--- src/rtl/medfilt_pkg.sv ---
// rtl/medfilt_pkg.sv - shared types and defaults for the 3x3 median filter window controller
package medfilt_pkg;

    typedef enum logic [1:0] {
        IDLE  = 2'd0,
        PRIME = 2'd1,
        RUN   = 2'd2,
        FLUSH = 2'd3
    } state_t;

    localparam int DEF_DATA_WIDTH = 8;
    localparam int DEF_IMG_W      = 640;
    localparam int DEF_IMG_H      = 480;
    localparam int DEF_PIPE_LAT   = 9;

    // Counter width for a count of n positions; never narrower than one bit
    function automatic int cnt_width(input int n);
        return (n > 1) ? $clog2(n) : 1;
    endfunction

    localparam int DEF_X_W = cnt_width(DEF_IMG_W);
    localparam int DEF_Y_W = cnt_width(DEF_IMG_H);

endpackage

--- src/rtl/medfilt_delay_line.sv ---
// rtl/medfilt_delay_line.sv - reset-cleared fixed-depth shift register for strobe alignment
module medfilt_delay_line
    import medfilt_pkg::*;
#(
    parameter int WIDTH = 3,
    parameter int DEPTH = DEF_PIPE_LAT
) (
    input  logic             clk,
    input  logic             rst,
    input  logic [WIDTH-1:0] din,
    output logic [WIDTH-1:0] dout
);

    logic [WIDTH-1:0] stage [DEPTH];

    // Shift the strobes one stage per cycle; reset drops everything in flight
    always_ff @(posedge clk) begin
        if (rst) begin
            for (int i = 0; i < DEPTH; i++) begin
                stage[i] <= '0;
            end
        end else begin
            stage[0] <= din;
            for (int i = 1; i < DEPTH; i++) begin
                stage[i] <= stage[i-1];
            end
        end
    end

    assign dout = stage[DEPTH-1];

endmodule

--- src/rtl/medfilt_win_ctrl.sv ---
// rtl/medfilt_win_ctrl.sv - raster sequencer for the 3x3 median window (optional MEDFILT_WIN_CTRL_ERR_EN)
module medfilt_win_ctrl
    import medfilt_pkg::*;
#(
    parameter int DATA_WIDTH = DEF_DATA_WIDTH,
    parameter int IMG_W      = DEF_IMG_W,
    parameter int IMG_H      = DEF_IMG_H,
    parameter int PIPE_LAT   = DEF_PIPE_LAT
) (
    input  logic                     clk,
    input  logic                     rst,
    input  logic                     in_valid,
    output logic                     in_ready,
    input  logic [DATA_WIDTH-1:0]    in_data,
    input  logic                     in_sof,
    output logic [$clog2(IMG_W)-1:0] lb_addr,
    output logic                     lb_wr_en,
    output logic [DATA_WIDTH-1:0]    lb_wdata,
    output logic                     col_valid,
    output logic                     top_rep,
    output logic                     bot_rep,
    output logic                     left_rep,
    output logic                     right_rep,
    output logic                     out_valid,
    output logic                     out_sof,
    output logic                     out_eol,
    output logic                     busy
`ifdef MEDFILT_WIN_CTRL_ERR_EN
    ,
    output logic                     err_sof,
    output logic [15:0]              frame_cnt
`endif
);

    localparam int XW = $clog2(IMG_W);
    localparam int YW = $clog2(IMG_H);
    localparam logic [XW-1:0] X_LAST = XW'(IMG_W - 1);
    localparam logic [YW-1:0] Y_LAST = YW'(IMG_H - 1);
    localparam logic [YW-1:0] Y_ONE  = YW'(1);

    state_t        state;
    logic [XW-1:0] x;
    logic [YW-1:0] y;
    logic          win_active;
    logic [2:0]    strobe_in;
    logic [2:0]    strobe_out;

    // Position tracking: prime row 0, run rows 1..H-1, then self-generated bottom flush row
    always_ff @(posedge clk) begin
        if (rst) begin
            state <= IDLE;
            x     <= '0;
            y     <= '0;
        end else begin
            unique case (state)
                IDLE: begin
                    if (in_valid && in_sof) begin
                        state <= PRIME;
                        x     <= XW'(1);
                    end
                end
                PRIME: begin
                    if (in_valid) begin
                        if (x == X_LAST) begin
                            x     <= '0;
                            y     <= Y_ONE;
                            state <= RUN;
                        end else begin
                            x <= x + 1'b1;
                        end
                    end
                end
                RUN: begin
                    if (in_valid) begin
                        if (x == X_LAST) begin
                            x <= '0;
                            if (y == Y_LAST) begin
                                state <= FLUSH;
                            end else begin
                                y <= y + 1'b1;
                            end
                        end else begin
                            x <= x + 1'b1;
                        end
                    end
                end
                FLUSH: begin
                    if (x == X_LAST) begin
                        x     <= '0;
                        y     <= '0;
                        state <= IDLE;
                    end else begin
                        x <= x + 1'b1;
                    end
                end
                default: state <= IDLE;
            endcase
        end
    end

    // Line-buffer write and column strobe; flush keeps the shift cadence without input
    always_comb begin
        lb_wr_en  = 1'b0;
        col_valid = 1'b0;
        unique case (state)
            IDLE:    lb_wr_en = in_valid && in_sof;
            PRIME:   lb_wr_en = in_valid;
            RUN: begin
                lb_wr_en  = in_valid;
                col_valid = in_valid;
            end
            FLUSH: begin
                lb_wr_en  = 1'b1;
                col_valid = 1'b1;
            end
            default: ;
        endcase
    end

    assign win_active = (state == RUN) || (state == FLUSH);
    assign in_ready   = (state != FLUSH);
    assign busy       = (state != IDLE);
    assign lb_addr    = x;
    assign lb_wdata   = in_data;
    assign top_rep    = (state == RUN) && (y == Y_ONE);
    assign bot_rep    = (state == FLUSH);
    assign left_rep   = win_active && (x == '0);
    assign right_rep  = win_active && (x == X_LAST);

    assign strobe_in = {col_valid, col_valid && top_rep && left_rep, col_valid && right_rep};

    medfilt_delay_line #(
        .WIDTH (3),
        .DEPTH (PIPE_LAT)
    ) u_delay (
        .clk  (clk),
        .rst  (rst),
        .din  (strobe_in),
        .dout (strobe_out)
    );

    assign out_valid = strobe_out[2];
    assign out_sof   = strobe_out[1];
    assign out_eol   = strobe_out[0];

`ifdef MEDFILT_WIN_CTRL_ERR_EN
    // Sticky flag for a start-of-frame landing mid-frame; count frames completed by flush
    always_ff @(posedge clk) begin
        if (rst) begin
            err_sof   <= 1'b0;
            frame_cnt <= '0;
        end else begin
            if (in_valid && in_sof && (state == PRIME || state == RUN) && (x != '0 || y != '0)) begin
                err_sof <= 1'b1;
            end
            if (state == FLUSH && x == X_LAST) begin
                frame_cnt <= frame_cnt + 16'd1;
            end
        end
    end
`else
    // Error and frame-count tracking not built
`endif

endmodule

--- config.mk ---
export PLATFORM = sky130hd
export DESIGN_NAME = medfilt_win_ctrl
export DESIGN_NICKNAME = d
export VERILOG_FILES = /design/src/rtl/medfilt_pkg.sv /design/src/rtl/medfilt_delay_line.sv /design/src/rtl/medfilt_win_ctrl.sv
export SDC_FILE = /design/constraint.sdc
export NUM_CORES = 1
export LEC_CHECK = 0
export CORE_MARGIN = 8
export CORE_UTILIZATION = 62
export DETAILED_ROUTE_END_ITERATION = 6
export DONT_BUFFER_PORTS = 1
export PLACE_DENSITY = 0.88
export SETUP_SLACK_MARGIN = 0.05
export SKIP_LAST_GASP = 1
export SYNTH_ARGS = -nofsm -noshare
export SYNTH_HDL_FRONTEND = slang
export SYNTH_SLANG_ARGS = --single-unit
export TNS_END_PERCENT = 1
--- constraint.sdc ---
create_clock -name clk -period 2.2 [get_ports clk]
set_input_delay 0.55 -clock clk [delete_from_list [all_inputs] [get_ports clk]]
set_output_delay 0.55 -clock clk [all_outputs]
set_load 0.05 [all_outputs]
# After elaboration in Yosys (flattened, before gate mapping)

Memory sizes are Yosys's and may differ from the RTL's.
Index checks and enable logic that the tools add are counted.

Eq/ne operators: 16
Multiplexer cells: 33
Bitwise gates (word level): 9
Add/subtract/negate cells: 2
Reductions and logical operators: 16

Operators by type and width:

| operator                                       | count |
|---|---|
| two-way mux 9 bit                              | 6 |
| two-way mux 10 bit                             | 3 |
| case mux 10 bit (3 select lines)               | 1 |
| two-way mux 3 bit                              | 9 |
| case mux 9 bit (3 select lines)                | 1 |
| != test 2 bit (second input constant)          | 8 |
| two-way mux 2 bit                              | 7 |
| AND reduction 7 bit                            | 2 |
| adder 10 x 1 -> 10 bit (second input constant) | 1 |
| == test 10 bit (second input constant)         | 1 |
| zero test 10 bit                               | 1 |
| adder 9 x 1 -> 9 bit (second input constant)   | 1 |
| == test 9 x 1 -> 1 bit (second input constant) | 1 |
| == test 9 bit (second input constant)          | 1 |
| OR 1 bit                                       | 9 |
| case mux 2 bit (4 select lines)                | 1 |
| logical AND 1 bit                              | 7 |
| == test 2 bit (second input constant)          | 2 |
| != test 2 x 1 -> 1 bit (second input constant) | 2 |
| two-way mux 1 bit                              | 3 |
| case mux 1 bit (3 select lines)                | 1 |
| nonzero test 3 bit                             | 1 |
| == test 2 x 1 -> 1 bit (second input constant) | 1 |
| zero test 2 bit                                | 1 |
| other kinds (5)                                | 5 |

Output and inout port bits: 29
Memories: 1
Bits of input ports: 12
Bits in registers: 21
Memory bits (writable): 27
Word-level logic and storage cells: 80

Memories:

| memory        | depth | width | rd ports | clocked after memory_dff | wr ports | RTL line                 | text |
|---|---|---|---|---|---|---|---|
| u_delay.stage | 9     | 3     | 9        | 0                        | 9        | medfilt_delay_line.sv:14 | `logic [WIDTH-1:0] stage [DEPTH];` |

# Longest topological paths before layout

Depth after elaboration: 5
Gate-level depth with buffers: 9
Mapped depth without buffers: 7

# Cells and area by module

Synthesis repeated with hierarchy kept, for this count alone.

Cell total of the unflattened synthesis: 231
Area total of the unflattened synthesis: 2218.4 sq um

Modules (own cells, without submodules):

| module             | instances | cells each | sequential area each (sq um) | area each (sq um) |
|---|---|---|---|---|
| medfilt_win_ctrl   | 1         | 172        | 420.4                        | 1446.4 |
| medfilt_delay_line | 1         | 59         | 540.5                        | 772.0 |

# Worst setup path after synthesis

No wires, ideal clock.

Path kind: reg2out
Start point: reg state[0]
End point: out left_rep
Buffers on the path: 0
Stages on the path, launching flop included: 5
Slack: -1.083 ns
Data arrival time: 2.733 ns
Required time: 1.650 ns
Cells stage by stage: dfxtp_1 -> ha_1 -> nor2_1 -> nand3b_1 -> nor4_1

Word-level cells in the longest chain between the ends: 3
Elaborated cells between the ends (all ways): 4
Those cells by class: eq/ne: 2; reduce/logical: 2

Ends and longest elaborated chain:

| item                     | RTL line                | text |
|---|---|---|
| start: declaration       | medfilt_win_ctrl.sv:41  | `state_t state;` |
| start signal: assignment | medfilt_win_ctrl.sv:51  | `state <= IDLE;` |
| start signal: assignment | medfilt_win_ctrl.sv:58  | `state <= PRIME;` |
| start signal: assignment | medfilt_win_ctrl.sv:67  | `state <= RUN;` |
| == test 2 bit            | -                       |  |
| named net bot_rep        | medfilt_win_ctrl.sv:21  | `output logic bot_rep,` |
| logical OR 1 bit         | medfilt_win_ctrl.sv:120 | `assign win_active = (state == RUN) \|\| (state == FLUSH);` |
| logical AND 1 bit        | medfilt_win_ctrl.sv:127 | `assign left_rep = win_active && (x == '0);` |
| end: declaration         | medfilt_win_ctrl.sv:22  | `output logic left_rep,` |

The timed path passes the listed nets, and every way through them passes these cells.

# Worst setup path after layout

Start point: reg state[1]
End point: reg y[5]

Word-level cells in the longest chain between the ends: 3
Elaborated cells between the ends (all ways): 12
Those cells by class: eq/ne: 9; mux: 1; reduce/logical: 2

Ends and longest elaborated chain:

| item                                                           | RTL line               | text |
|---|---|---|
| == test 2 bit / == test 2 x 1 -> 1 bit (equally long branches) | medfilt_win_ctrl.sv:55 | `unique case (state)` |
| != test 2 bit (no source line), or another cell as far along   | -                      |  |
| AND reduction 7 bit (no source line)                           | -                      |  |
| end signal: assignment                                         | medfilt_win_ctrl.sv:80 | `y <= y + 1'b1;` |
| end: declaration                                               | medfilt_win_ctrl.sv:43 | `logic [YW-1:0] y;` |

Parallel ways exist; a longest one is shown, timed or not.
A chain may end at the register's enable or synchronous reset.

==> out/metrics.cfg <==
[drt]
vias=1747
avgRoutedWirePerCell_um=17.19
dr.pass1.iters=6
antenna_left=0
drtIter0Drc=176
vias_per_cell=5.882
remaining_drc_errors=0
wl_um=5105

[setup_path]
critPathKind=reg2reg
cp-start-kind=register
cp_max_fo=14
critPathCaptureType=register
required_ns=2.47
arrival_ns=2.57

[logic_synthesis]
synth_top_cell_by_area=dfxtp_1
syn_avg_cell_area_um2=9.327
synth.area.top_cells=dfxtp_1 (45%), nor2b_1 (7.6%), ha_1 (5.3%)
ys_seq_area_frac=0.4499
ys.flop_type=dfxtp_1
syn_nets=250
syn-instance-count=229
syn-cell-area_mm2=0.002136
synth_edf_count=0
synth_top_cell_area_share=0.4499
async_flop_share=0
ys.warnings.count=0
synth_seq_cells=48
yosysUniqueCellTypes=50

[pwr]
cellLeakagePower_nw=0.9898
ir_worst_vdd_uv=698.3
powerDensity_mw_per_mm2=879.5

[sta]
fin_ws_ns=-0.1034
min_period_over_period=1.047
clock_skew_ns=0.01279
slew_violations=0
fin_crit_ns=2.303
rsz0062_at_grt=true
tightest_slew_ns=0.7584
fmax_mhz=434.1
finalSetupViolations=10
maxSlewHeadroom=0.4926
finalHoldViolations=0

[floorplanning]
start_util=0.6451
fp.dieW_um=74.69
io_pins=41
die_y_um=74.69
fp.dieArea_mm2=0.005579
core-area_mm2=0.003311
rows=21

[global_routing]
grt_max_degree=47
grt_antenna_before_repair=0
grt_overflow=0
grt_pass1_wl_um=7790
grt_usage=0.1802
grt_pass1_vias=1764

[clocking]
clockBufferDepth=2
clock-root-buffer=clkbuf_4
cts_made_buffers=5
numClockSinks=48
cts_tree=yes
path_clk_slew_ns=0.14
clkLatencyLatePin_ns=0.36
htree_levels=2

[finish]
multiInputGateArea_mm2=0.001142
layout.cells.non_filler=297
layout.nets=272
seqCellArea_um2=967.2
diodes=0
nFillCells=214
drive_gt1_frac=0.2669
final_area_mm2=0.002565
mostFrequentLayoutCells=dfxtp_1 (43), nor2b_1 (26), buf_4 (26), nor2_1 (17), inv_1 (13)
area_growth_pct=20.09
final_common_cell=dfxtp_1

[placed_design]
numPortBuffers=0
dpl_cell_area_mm2=0.002366
gp_congestion=0.8669
placedCellCount=284
dpl.hpwl_um=3002

[status]
status=finished with violations
violations=setup timing

[flow_run]
drv_cap=0

[worst_hold_path]
hp-class=in2reg

[metrics by stage]
| stage | util | worst slack, ns | hold WS (ns) | power, W | TNS [ns] |
|---|---|---|---|---|---|
| floorplan | - | -0.05750 | 0.4138 | 0.001574 | -0.08471 |
| global placement | 0.7147 | -0.07845 | 0.4190 | 0.001702 | -0.1840 |
| detailed placement | 0.7147 | -0.1472 | 0.4256 | 0.001723 | -0.4639 |
| CTS | 0.7714 | -0.08351 | 0.2235 | 0.002205 | -0.3281 |
| global route | 0.7748 | -0.1833 | 0.2171 | 0.002356 | -1.498 |
| finish | 0.7748 | -0.1034 | 0.2478 | 0.002256 | -0.6329 |
[per-layer routing]
metal / GRT usage / wire length, um / vias to the layer above
li1: - / - / 825
met1: 0.1962 / 2028 / 822
met2: 0.3098 / 2385 / 87
met3: 0.05992 / 579 / 13
met4: 0.08043 / 112 / 0
met5: 0 / 0 / -
[report_power, final]
group          internal [W]  switching (W)  leakage [nW]  total [W]
logic              0.000367       0.000575         0.573   0.000942
registers          0.000907      0.0000218         0.389   0.000929
clock network      0.000117       0.000268        0.0271   0.000385
[state kept, by name, summed over array words and instances, names as in the netlist]
signal	count
u_delay.stage	27
lb_addr	10
y	9
state	2
[cell type report]
cell class              instances  area share
flip-flops and latches         48      0.3771
inverters                      14     0.02049
well taps                      46     0.02244
clock buffers                   5     0.01463
multi-input cells             149      0.4454
repair buffers                 33      0.1151
clock inverters                 2    0.004878
[critical path, cell delays in order (launching register included)]
cell	delay, ns
dfxtp_2	0.35
buf_6	0.12
ha_4	0.16
buf_8	0.12
buf_4	0.16
nor3_1	0.21
o2111ai_1	0.28
o41ai_4	0.23
nand3b_4	0.21
o41ai_2	0.35
[cells by family after synthesis]
| logic type | count (synthesis) | share of synthesized area |
|---|---|---|
| muxes | 2 | 0.009959 |
| AOI/OAI and AO/OA | 35 | 0.1295 |
| DFF | 48 | 0.4499 |
| xor gates and xnor gates | 7 | 0.02871 |
| buffers and inverters | 32 | 0.07381 |
| adders and majority gates | 9 | 0.05273 |
| and+or+nand+nor | 96 | 0.2554 |
[what timing repair did]
item                       in CTS  in global routing
hold buffers                    0                  0
setup endpoints to repair      12                 15
resized for setup              22                  3
pin swaps                       5                  0
setup buffers                   6                  0
[synth_stat cells (2+ instances only)]
library cell / instances
dfxtp_1: 48
nor2b_1: 26
nor2_1: 19
inv_1: 14
nand2_1: 11
buf_4: 9
ha_1: 9
nand3_1: 7
nor3_1: 6
o21ai_0: 6
clkbuf_1: 5
nor4_1: 5
a21oi_1: 4
and3_1: 4
xor2_1: 4
a211oi_1: 3
a21boi_0: 3
buf_2: 3
o32ai_1: 3
o41ai_2: 3
or3_1: 3
xnor2_1: 3
a211o_1: 2
nand2b_1: 2
nand4_1: 2
[final timing paths]
kind	cells after the start	start	slack, ns	endpoint
max	9	state[1]$_SDFFE_PP0P_	-0.10	y[5]$_SDFFE_PP0P_
min	1	rst	0.25	lb_addr[1]$_SDFFE_PP0P_
max reg2reg	9	state[1]$_SDFFE_PP0P_	-0.10	y[5]$_SDFFE_PP0P_
min reg2reg	1	u_delay.stage[0][18]$_SDFF_PP0_	0.45	u_delay.stage[0][21]$_SDFF_PP0_
(Power assumes the default switching activity.)
==> edit 1: new RTL, same settings <==
Change the package constant `DEF_PIPE_LAT` from 9 to 11.
--- a/src/rtl/medfilt_pkg.sv
+++ b/src/rtl/medfilt_pkg.sv
@@ -11,7 +11,7 @@
     localparam int DEF_DATA_WIDTH = 8;
     localparam int DEF_IMG_W      = 640;
     localparam int DEF_IMG_H      = 480;
-    localparam int DEF_PIPE_LAT   = 9;
+    localparam int DEF_PIPE_LAT   = 11;
 
     // Counter width for a count of n positions; never narrower than one bit
     function automatic int cnt_width(input int n);
Formal check against the unedited RTL: same outputs for any inputs over 10 cycles, from zero or initial values and one cycle with rst high; that may be too few to reach the edited logic, so the function may still have changed.
==> edit 1 against the unedited design <==
The flow still finishes with violations (negative setup slack). Routed wire length decreased by 1.4%. Setup slack lost 0.34 ns. Sequential cell count up 6. Fmax down 13%. Global-route usage shrank 1.3 points. Core utilization shrank 5.0 points. Power increased by 12%. Cell area increased by 3.5%. Critical path depth decreased by 3. Critical endpoint is now left_rep. Synthesized area up 11%.
==> edit 1: results (changes against the unedited design) <==
setup_path:
  cp.arrival_ns: 2.09  # was 2.57 ns
  cp_top_family: "simple AND/OR/NAND/NOR gates"  # was compound AO/OA/AOI/OAI gates
  rrSetupSlack_ns: 0.09  # was -0.10 ns
  slowest_stage: "or4_4"  # was dfxtp_2
  crit_path_max_fanout: 2  # was 14
detailed_routing:
  drt_iter0_markers: 161  # was 176
  wl_per_cell_um: 15.9  # was 17.2 um
  first_pass_iters: 4  # was 6
  vias_per_cell: 5.89  # was 5.88
power:
  p_comb_w: 0.000869  # was 0.000942 W
  leakage_nw: 0.996  # was 0.990 nW
  ir_drop_mv: 0.649  # was 0.698 mV
global_route:
  grt_max_degree: 44  # was 47
  grt_util_all_layers_pct: 16.8  # was 18.0%
  first_global_vias: 1817  # was 1764
layout:
  largest_reg_flops: 33  # was 27
  final_layout_size_suffix_gt1_share_pct: 19.4  # was 26.7%
  nNetsFinal: 288  # was 272
sta:
  final.setup.worst_slack_ns: -0.444  # was -0.103 ns
  fin_skew_ns: 0.0107  # was 0.0128 ns
  worst_pin_slew_ns: 0.626  # was 0.758 ns
  setup_violations: 5  # was 10
  finalSetupTns_ns: -1.20  # was -0.633 ns
  fin_hold_ws_ns: 0.302  # was 0.248 ns
clocking:
  ctsResizeCount: 0  # was 22
  clkLatencyLatePin_ns: 0.31  # was 0.36 ns
  cts_setup_buffers: 0  # was 6
  clk_pin_slew_ns: 0.10  # was 0.14 ns
placement:
  routabilityCongestion: 0.959  # was 0.867
  dpl.hpwl_um: 3550  # was 3000 um
synthesis:
  synth_fp_nets: 273  # was 250
  yosysSeqAreaShare_pct: 45.7  # was 45.0%
  netlist-cell-type-count: 51  # was 50
  synthTopCellsByCount: "dfxtp_1, nor2b_1, nand2_1"  # was dfxtp_1, nor2b_1, nor2_1
run_status:
  outcome: "complete, but fails checks"  # unchanged
  violations: "negative setup slack"  # unchanged
==> edit 1: changes by cell type after synthesis, sizes merged, moves of 4 or more <==
cell and delta:
nand2 +4, nor2 -6, nand4 +4, nor2b +5, dfxtp +6, a21oi +4
==> edit 1: metal layers <==
layer  global-route usage (%)  part of all wire [%]  vias up
met5                        0                     0        -
met4                     8.11                   2.2        0
met3                     6.57                   8.3       14
met2                     27.9                    48       74
met1                     18.2                    41      866
li1                         -                     -      906
==> edit 1: logic make-up (layout without fill, tap and decap cells) <==
family	after synthesis	in the layout	share of synthesized area [%]
buffers and inverters	32	48	6.61
XOR/XNOR	6	6	2.22
flip-flops	54	54	45.7
adder cells (fa/ha/maj)	9	9	4.76
AND/OR/NAND/NOR	110	110	28.1
multiplexers	2	2	0.899
AO/OA/AOI/OAI	39	39	11.7
==> edit 1: area by class of cell <==
class                   count  share of cell area (%)
clock buffers               7                    3.63
flip-flops and latches     54                    41.1
multi-input cells         166                    42.9
repair buffers             26                    7.82
clock inverters             1                   0.330
inverters                  14                    1.98
well taps                  48                    2.26
==> edit 1: path summary, 6_finish.rpt <==
check,end,cells after the start,from
setup reg to reg,lb_addr[8]$_SDFFE_PP0P_,7,state[0]$_SDFFE_PP0P_
setup / recovery,left_rep,6,lb_addr[0]$_SDFFE_PP0P_
hold reg to reg,u_delay.stage[1][0]$_SDFF_PP0_,1,u_delay.stage[0][0]$_SDFF_PP0_
hold / removal,lb_addr[1]$_SDFFE_PP0P_,1,rst
==> edit 1: repair_timing <==
item / CTS / global route
cloned: 0 / 0
pin swaps: 1 / 0
endpoints found under the setup margin: 5 / 10
==> edit 1: metrics by stage <==
stage / cells / instance area (sq um)
after global routing: 316 / 2660
after CTS: 316 / 2660
after detailed placement: 308 / 2550
final: 316 / 2660
after global placement: 308 / 2550
after floorplan: 252 / 2390
==> edit 2: new RTL, same settings <==
Made on the original files. Re-encode `state_t` (4 states) as one-hot, 4 bits wide.
--- a/src/rtl/medfilt_pkg.sv
+++ b/src/rtl/medfilt_pkg.sv
@@ -1,11 +1,11 @@
 // rtl/medfilt_pkg.sv - shared types and defaults for the 3x3 median filter window controller
 package medfilt_pkg;
 
-    typedef enum logic [1:0] {
-        IDLE  = 2'd0,
-        PRIME = 2'd1,
-        RUN   = 2'd2,
-        FLUSH = 2'd3
+    typedef enum logic [3:0] {
+        IDLE  = 4'b0001,
+        PRIME = 4'b0010,
+        RUN   = 4'b0100,
+        FLUSH = 4'b1000
     } state_t;
 
     localparam int DEF_DATA_WIDTH = 8;
Function: same outputs for any inputs over 10 cycles, from zero or initial values and one cycle with rst high; not proved beyond that.
==> edit 2 against the unedited design <==
The flow still finishes with violations (negative setup slack). Worst hold slack got worse by 0.021 ns. Routed wire length grew 1.2%. Sequential cell count rose by 2. First-iteration DRC count increased by 20%. Synthesized area increased by 6.0%. Register-to-register slack improved by 0.17 ns. Die area rose by 4.7%. Setup slack improved by 0.044 ns. Cell area rose by 2.2%. Largest cell class unchanged.
Power is not compared: it rests on default switching activity, and its combinational part moved more than twofold at a synthesized area within 25%.
==> edit 2: results (changes against the unedited design) <==
placement:
  routabilityCongestion: 0.862  # was 0.867
  place_inst: 303  # was 284
  placed_cell_area_sq_um: 2430  # was 2370 sq um
  dp_slack_ns: 0.105  # was -0.147 ns
  dpl.hpwl_um: 3440  # was 3000 um
setup_path:
  cp_slowest_stage_delay_ns: 0.36
  r2r_cells: 5  # was 9
  cp_top_family: "buffers and inverters"  # was compound AO/OA/AOI/OAI gates
  cp.arrival_ns: 1.71  # was 2.57 ns
  timing.rr.start: "state[3]$_SDFFE_PP0P_"  # was state[1]$_SDFFE_PP0P_
  crit_path_max_fanout: 8  # was 14
  rrSetupSlack_ns: 0.07  # was -0.10 ns
  r2r_end: "y[7]$_SDFFE_PP0P_"  # was y[5]$_SDFFE_PP0P_
  slowest_stage: "dfxtp_1"  # was dfxtp_2
sta:
  worst_pin_slew_ns: 0.579  # was 0.758 ns
  finalSetupTns_ns: -0.172  # was -0.633 ns
  final.setup.worst_slack_ns: -0.0594  # was -0.103 ns
  fin_skew_ns: 0.0163  # was 0.0128 ns
  setup_violations: 4  # was 10
  fin_hold_ws_ns: 0.227  # was 0.248 ns
synthesis:
  syn_inst: 252  # was 229
  synthTopCellsByCount: "dfxtp_1, nor2b_1, nor2_1"  # unchanged
  synth_area_leaders: "dfxtp_1, nor2b_1, a21oi_1"  # was dfxtp_1, nor2b_1, ha_1
  yosysSeqAreaShare_pct: 44.2  # was 45.0%
  synth_fp_nets: 268  # was 250
power:
  power.total_w: 0.00164
global_route:
  grt_first_pass_wirelength_um: 8450  # was 7790 um
  grt_util_all_layers_pct: 17.2  # was 18.0%
  met3_usage_pct: 5.19  # was 5.99%
  grt_max_degree: 46  # was 47
  globalRouteMet2Util_pct: 30.0  # was 31.0%
  met1_usage_pct: 19.3  # was 19.6%
  first_global_vias: 1789  # was 1764
detailed_routing:
  wl_met1_um: 2170  # was 2030 um
  first_pass_iters: 4  # was 6
  top_layer: "met4"  # unchanged
  ant_nets: 0  # unchanged
  dr_wl_met2_um: 2590  # was 2390 um
  drt_iter0_markers: 211  # was 176
  wirelength_um: 5170  # was 5110 um
  wl_met3_um: 356  # was 579 um
  wl_per_cell_um: 16.4  # was 17.2 um
  vias: 1873  # was 1747
clocking:
  clkLatencyLatePin_ns: 0.37
  clk_pin_slew_ns: 0.16  # was 0.14 ns
layout:
  final_layout_size_suffix_gt1_share_pct: 22.8  # was 26.7%
  fillers: 263  # was 214
  nNetsFinal: 282  # was 272
min_path:
  hold_path_end: "y[8]$_SDFFE_PP0P_"  # was lb_addr[1]$_SDFFE_PP0P_
run_status:
  outcome: "complete, but fails checks"  # unchanged
  violations: "negative setup slack"  # unchanged
edit 2: cell types whose count changed after synthesis, sizes merged, moves of 5 or more:
cell / before / now
a21oi: 4 / 15
inv: 14 / 8
ha: 9 / 4
a21boi: 5 / 0
o21ai: 6 / 11
or4: 0 / 5
edit 2: final cells by class:
type / count / area (sq um) / area share, %
Clock buffer: 5 / 37.5 / 1.43
Sequential cell: 50 / 1010 / 38.7
Timing Repair Buffer: 28 / 246 / 9.40
Multi-Input combinational cell: 173 / 1180 / 45.2
Clock inverter: 3 / 47.5 / 1.81
Inverter: 8 / 32.5 / 1.24
Tap cell: 48 / 60.1 / 2.29
edit 2: cells by family (layout without fill, tap and decap cells):
logic type	count (synthesis)	in the layout	synth area share (%)
buffers and inverters	29	44	6.52
multiplexers	1	1	0.497
adder cells (fa/ha/maj)	4	4	2.21
flip-flops	50	50	44.2
XOR/XNOR	8	8	3.10
AND/OR/NAND/NOR	114	114	30.2
AO/OA/AOI/OAI	46	46	13.3
edit 2: repair_timing:
action,4_1_cts,5_1_grt
pin swaps,4,0
endpoints found under the setup margin,7,13
setup buffers,4,0
gates resized for setup,22,1
edit 2: worst max-delay path by stage:
stage / cells after the start / endpoint / startpoint / slack [ns]
after floorplan: 4 / right_rep / lb_addr[2]$_SDFFE_PP0P_ / -0.17
after global placement: 5 / y[1]$_SDFFE_PP0P_ / state[1]$_SDFFE_PP0P_ / 0.15
after detailed placement: 5 / y[1]$_SDFFE_PP0P_ / state[2]$_SDFFE_PP0P_ / 0.11
after CTS: 3 / top_rep / state[3]$_SDFFE_PP0P_ / -0.04
after global routing: 6 / top_rep / y[1]$_SDFFE_PP0P_ / -0.13
final: 5 / in_ready / state[0]$_SDFFE_PP1P_ / -0.06
